## config.mk

```make
export PLATFORM = sky130hd
export DESIGN_NAME = dec_counter
export DESIGN_NICKNAME = d
export VERILOG_FILES = /design/src/rtl/dec_pkg.sv /design/src/rtl/dec_counter.sv
export SDC_FILE = /design/constraint.sdc
export NUM_CORES = 1
export LEC_CHECK = 0
export CORE_MARGIN = 2
export CORE_UTILIZATION = 34
export DETAILED_ROUTE_END_ITERATION = 6
export HOLD_SLACK_MARGIN = 0.08
export SYNTH_ARGS = -nofsm -noshare
export SYNTH_HDL_FRONTEND = slang
export SYNTH_SLANG_ARGS = --single-unit
```

## constraint.sdc

```tcl
create_clock -name clk -period 2.3 [get_ports clk]
set_input_delay 0.46 -clock clk [delete_from_list [all_inputs] [get_ports clk]]
set_output_delay 0.46 -clock clk [all_outputs]
set_load 0.02 [all_outputs]
```

## src/rtl/dec_pkg.sv

```systemverilog
// Shared definitions for the loadable down-counter.
//   S_IDLE/S_COUNT/S_DONE : state encodings
//   state_t               : FSM state type built on those encodings
//   DEF_WIDTH             : default data width of the count path
package dec_pkg;

  localparam logic [1:0] S_IDLE  = 2'd0;
  localparam logic [1:0] S_COUNT = 2'd1;
  localparam logic [1:0] S_DONE  = 2'd2;

  localparam int DEF_WIDTH = 7;

  typedef enum logic [1:0] {
    IDLE  = S_IDLE,
    COUNT = S_COUNT,
    DONE  = S_DONE
  } state_t;

endpackage

```

## src/rtl/dec_counter.sv

```systemverilog
// Loadable down-counter with optional auto-reload.
// Loads a start value, counts down once per enabled edge, pulses done for
// one cycle on terminal count and, with wrap_en, reloads to give a periodic
// tick of reload+1 enabled cycles.
// Ports:
//   clk     : clock, rising edge
//   reset   : asynchronous active-low reset, clears all state
//   load    : load d into q and the reload register (priority over en)
//   d       : start/reload value
//   en      : count enable
//   wrap_en : reload at terminal count (sampled in DONE with en=1)
//   q       : current count (registered)
//   zero    : q == 0 (combinational decode of q)
//   done    : registered one-cycle terminal-count pulse
//   busy    : high while counting
module dec_counter
  import dec_pkg::*;
#(
  parameter int WIDTH = DEF_WIDTH
) (
  input  logic             clk,
  input  logic             reset,
  input  logic             load,
  input  logic [WIDTH-1:0] d,
  input  logic             en,
  input  logic             wrap_en,
  output logic [WIDTH-1:0] q,
  output logic             zero,
  output logic             done,
  output logic             busy
);

  state_t           state, state_nxt;
  logic [WIDTH-1:0] reload_r, reload_nxt;
  logic [WIDTH-1:0] q_nxt;
  logic             done_nxt;

  // Saturating decrement: the count floors at zero, never wraps to all-ones.
  function automatic logic [WIDTH-1:0] dec_sat(input logic [WIDTH-1:0] v);
    if (v == '0) return '0;
    return v - WIDTH'(1);
  endfunction

  always_ff @(posedge clk or negedge reset) begin
    if (!reset) begin
      state    <= IDLE;
      q        <= '0;
      reload_r <= '0;
      done     <= 1'b0;
    end else begin
      state    <= state_nxt;
      q        <= q_nxt;
      reload_r <= reload_nxt;
      done     <= done_nxt;
    end
  end

  always_comb begin
    state_nxt  = state;
    q_nxt      = q;
    reload_nxt = reload_r;
    done_nxt   = 1'b0;

    if (load) begin
      q_nxt      = d;
      reload_nxt = d;
      if (d == '0) begin
        // A zero load is already terminal: report it straight away.
        state_nxt = DONE;
        done_nxt  = 1'b1;
      end else begin
        state_nxt = COUNT;
      end
    end else begin
      unique case (state)
        IDLE: begin
        end
        COUNT: begin
          if (en) begin
            q_nxt = dec_sat(q);
            if (q <= WIDTH'(1)) begin
              state_nxt = DONE;
              done_nxt  = 1'b1;
            end
          end
        end
        DONE: begin
          if (en && wrap_en) begin
            if (reload_r != '0) begin
              // Reload consumes an enabled cycle: period is reload+1.
              q_nxt     = reload_r;
              state_nxt = COUNT;
            end else begin
              done_nxt = 1'b1;
            end
          end
        end
        default: begin
          state_nxt = IDLE;
          q_nxt     = '0;
        end
      endcase
    end
  end

  assign zero = (q == '0);
  assign busy = (state == COUNT);

endmodule

```

* Word level (Yosys, flattened, before mapping)
Cells that the tools add are included.
** Storage, ports and cells
- Flip-flop bits (word level) :: 17
- Word-level logic and storage cells :: 45
** Operators by class
- $add $sub $neg :: 1
- Order comparisons :: 1
- Equal/unequal tests :: 7
- Multiplexer cells :: 25
- Reductions and logical operators :: 7
** Operators with widths (count)
- $mux 7 :: 6
- $pmux 7 s3 :: 1
- $logic_not 7->1 :: 2
- $mux 2 :: 6
- $mux 1 :: 10
- $ne 3x3->1 const B :: 3
- $le 7x1->1 const B :: 1
- $reduce_bool 7->1 :: 1
- $sub 7x1->7 const B :: 1
- $pmux 2 s3 :: 1
- $reduce_and 5->1 :: 1
- $reduce_and 4->1 :: 1
- $ne 3x2->1 const B :: 1
- $eq 2x1->1 const B :: 1
- $eq 2x2->1 const B :: 1
- $logic_not 2->1 :: 1
- $ne 2x2->1 const B :: 1
- $pmux 1 s2 :: 1
- $logic_and 1x1->1 :: 1

* Logic depth before layout (Yosys ltp)
- Word-level depth :: 9
- Gate-level depth with buffers :: 7

* Worst setup path before layout
Ideal clock, no wire load.
- Kind :: register to register
- Start :: register state[1]
- End :: register state[1]
- Arrival :: 1585 ps
- Path slack :: 588 ps
- Cell stages (with the launch flop) :: 7
- Buffers on the path :: 0
- Cells stage by stage :: dfrtp_1 > inv_1 > ha_1 > nor2_1 > a21o_1 > and3_1 > o32a_2
** Between the ends
- Word-level cells in the longest chain between the ends :: 3
** Ends and longest elaborated chain
- start, declared :: RTL line dec_counter.sv:33 : state_t state, state_nxt;
- start signal, assigned :: RTL line dec_counter.sv:51 : state <= state_nxt;
- $eq 2x1->1 (*)
- net busy :: RTL line dec_counter.sv:30 : output logic busy
- $ne 3x2->1 (no source line), or another cell as far along
- $reduce_and 5->1 (no source line) or $mux 2 (tied branches)
The timed path passes the listed nets; every way through them passes the cells marked *.
A chain may end at the register's enable or synchronous reset.

* Worst setup path in the final report
- Start :: register state[1]
- End :: output busy
** Between the ends
- Word-level cells in the longest chain between the ends :: 1
** Ends and longest elaborated chain
- $eq 2x1->1 :: RTL line dec_counter.sv:107 : assign busy = (state == COUNT);
- end, declared :: RTL line dec_counter.sv:30
Every way passes these cells.

==> reports/results.txt <==
Pwr Density: 680 nW/µm²
Final hold violation count: 0
Mapped cell area: 1110 µm²
Congestion Overflow GR: 0
Worst Skew: 11.0 ps
Psw: 384 µW
Post-synthesis instance total: 120
CTS H-tree lvls: 1
CP Cell Sequence: inv_1 -> ha_1 -> clkdlybuf4s50_1
RSZ-0062 raised after global routing: no
GPL Wtd Cong: 0.799
Vias in the first global route: 989
Cells after DPL: 189
Synth top area share: 0.382
Num rows: 20
Critical Path End Type: output port
Sw Ratio: 0.391
Flop2flop setup slack: 350 ps
Syn_nets: 138
Bufs on Longest Clock Path: 2
CP Class: flip-flop to output port
CTS Root Cell: clkbuf_4
Most common cell in the synthesized netlist: dfrtp_1
CP max FO: 6
Fillers: 311
Fin cells: 193
P&R area growth vs syn: 29.8%
Worst slew pin tran: 559 ps
Distinct cells, synth: 39
Synth warnings: 0
Die area: 3750 µm²
Final setup viols: 0
Post-synth EDFFs: 0
Synth area leader: dfrtp_1
Drt total wl: 2920 µm
Placeable Area: 3080 µm²
Synth top cells by count: dfrtp_1 (17), inv_1 (13), o21ai_0 (12)
Pleak: 0.000619 µW
Delay-heaviest family, CP: buffers and inverters
Worst Path Arrival: 1760 ps
Pre-antenna DRT Iters: 4
Main synth FF type: dfrtp_1
Hold Crit Class: input port to asynchronous set/reset pin
Antenna violations before repair: 0
Syn_area_per_cell: 9.28 µm²
Seq pwr share: 0.382
Iter 0 DRT Violations: 31
Int Pwr: 599 µW
Nets: 168
Worst EP required: 1840 ps
FMAX: 0.450 GHz
Ys async rst share: 1.00
Period minus WS final: 2220 ps
CTS Sinks: 17
Clock share of power: 0.174
Slowest cell on the critical path: clkdlybuf4s50_1
WP buf/inv: 2
Routed WL per cell: 15.1 µm
Initial Utilization: 0.362
CTS tree: built
Reg clk slew, reported paths: 120 ps
Placed wire-length estimate: 2190 µm
PortBufs: 21
Number of synthesized register bits: 17
Status: finished, final reports clean
Total track usage: 0.172
Die width: 61.2 µm
Post-synthesis sequential area ratio: 0.382
Largest net degree at the start of global routing: 27
Max Cap Viol: 0
Final Max Tran Viols: 0
Via density: 5.39
Die Height: 61.2 µm
Detail Route Antenna Nets: 0
Share of layout cells above drive strength 1: 0.121
Final core utilization: 0.470
Gate power share: 0.444
Total CTS buffers: 3
Synth area leaders: dfrtp_1 (38%), ha_1 (6.7%), o21ai_0 (5.4%), o211ai_1 (4.7%), inv_1 (4.4%)
Period utilisation layout: 0.967
I/O pins: 22
VDD IR max: 0.358 mV
Via count: 1041
Fin area: 1450 µm²
Worst-Skew Late Latency: 300 ps
Antenna cells: 0
Final TNS setup: 0 ps
Startpoint Class: flip-flop
First-pass GRT wire length: 4760 µm
Slew Limit Headroom: 0.628
Cell Area, Placed: 1420 µm²
Residual DRC: 0
Crit path largest cell delay: 660 ps
==> cells by family (layout without fill, tap and decap cells) <==
family | Yosys count | count (layout) | synth area share
AOI/OAI and AO/OA | 44 | 44 | 0.285
xor gates and xnor gates | 3 | 3 | 0.0236
adders and majority gates | 6 | 6 | 0.0674
buffers and inverters | 16 | 45 | 0.0551
DFF | 17 | 17 | 0.382
and+or+nand+nor | 34 | 34 | 0.187
==> metrics by stage <==
stage	power [µW]	setup WS, ps	hold WS (ps)
4_1_cts	984	49.8	488
3_3_place_gp	812	253	540
6_report	983	76.3	474
2_1_floorplan	643	588	164
3_5_place_dp	818	231	545
5_1_grt	1040	3.13	486
==> power groups by stage <==
stage	Sequential [µW]	Clock, µW	Combinational (µW)
after global placement	379	0	433
final	376	171	437
after detailed placement	381	0	437
after floorplan	409	0	233
after CTS	376	170	438
after global routing	381	178	477
==> timing repair <==
action	4_1_cts	5_1_grt
setup buffers	0	0
setup endpoints to repair	1	0
resized for setup	1	0
hold buffers	0	0
hold endpoints to repair	0	0
==> registers in the layout, indices dropped and copies added, names as in the netlist <==
signal,count
q,7
reload_r,7
state,2
done,1
==> cell usage in the layout (no fill, tap or decap), types with 2 or more instances in the layout <==
cell type and n:
buf_4 7, a211o_1 2, nand3_1 2, dfrtp_1 17, clkdlybuf4s50_1 20, nor2_1 3
a21oi_1 4, o211ai_1 7, nand2_1 9, a22oi_1 5, nor4_1 2, xor2_1 2
ha_1 6, o41ai_1 2, inv_1 13, nor2b_1 7, o21ai_0 12, a21o_1 2
clkbuf_4 3, and2_1 2
==> per-layer routing <==
metal	GRT usage	vias up	routed length, µm
li1	-	499	-
met1	0.233	517	1380
met2	0.289	21	1420
met3	0.0210	4	99
met4	0.0466	0	17
met5	0	-	0
==> area by class of cell <==
| cell class | count | area, µm² | share of cell area |
|---|---|---|---|
| multi-input cells | 87 | 627 | 0.434 |
| flip-flops and latches | 17 | 425 | 0.294 |
| repair buffers | 28 | 262 | 0.181 |
| well taps | 44 | 55.1 | 0.0381 |
| inverters | 13 | 48.8 | 0.0338 |
| clock buffers | 3 | 22.5 | 0.0156 |
| clock inverters | 1 | 5.00 | 0.00346 |
==> worst paths after layout <==
| check | startpoint | endpoint | cells after the start |
|---|---|---|---|
| min in group clk | state[1] | state[1] | 1 |
| setup reg to reg | state[0] | q[4] | 6 |
| hold reg to reg | state[1] | state[1] | 1 |
| hold / removal | reset | reload_r[4] | 2 |
| max in group asynchronous | reset | q[6] | 2 |
| setup / recovery | state[1] | busy | 3 |
No activity file was read; power rests on OpenSTA's default activity.
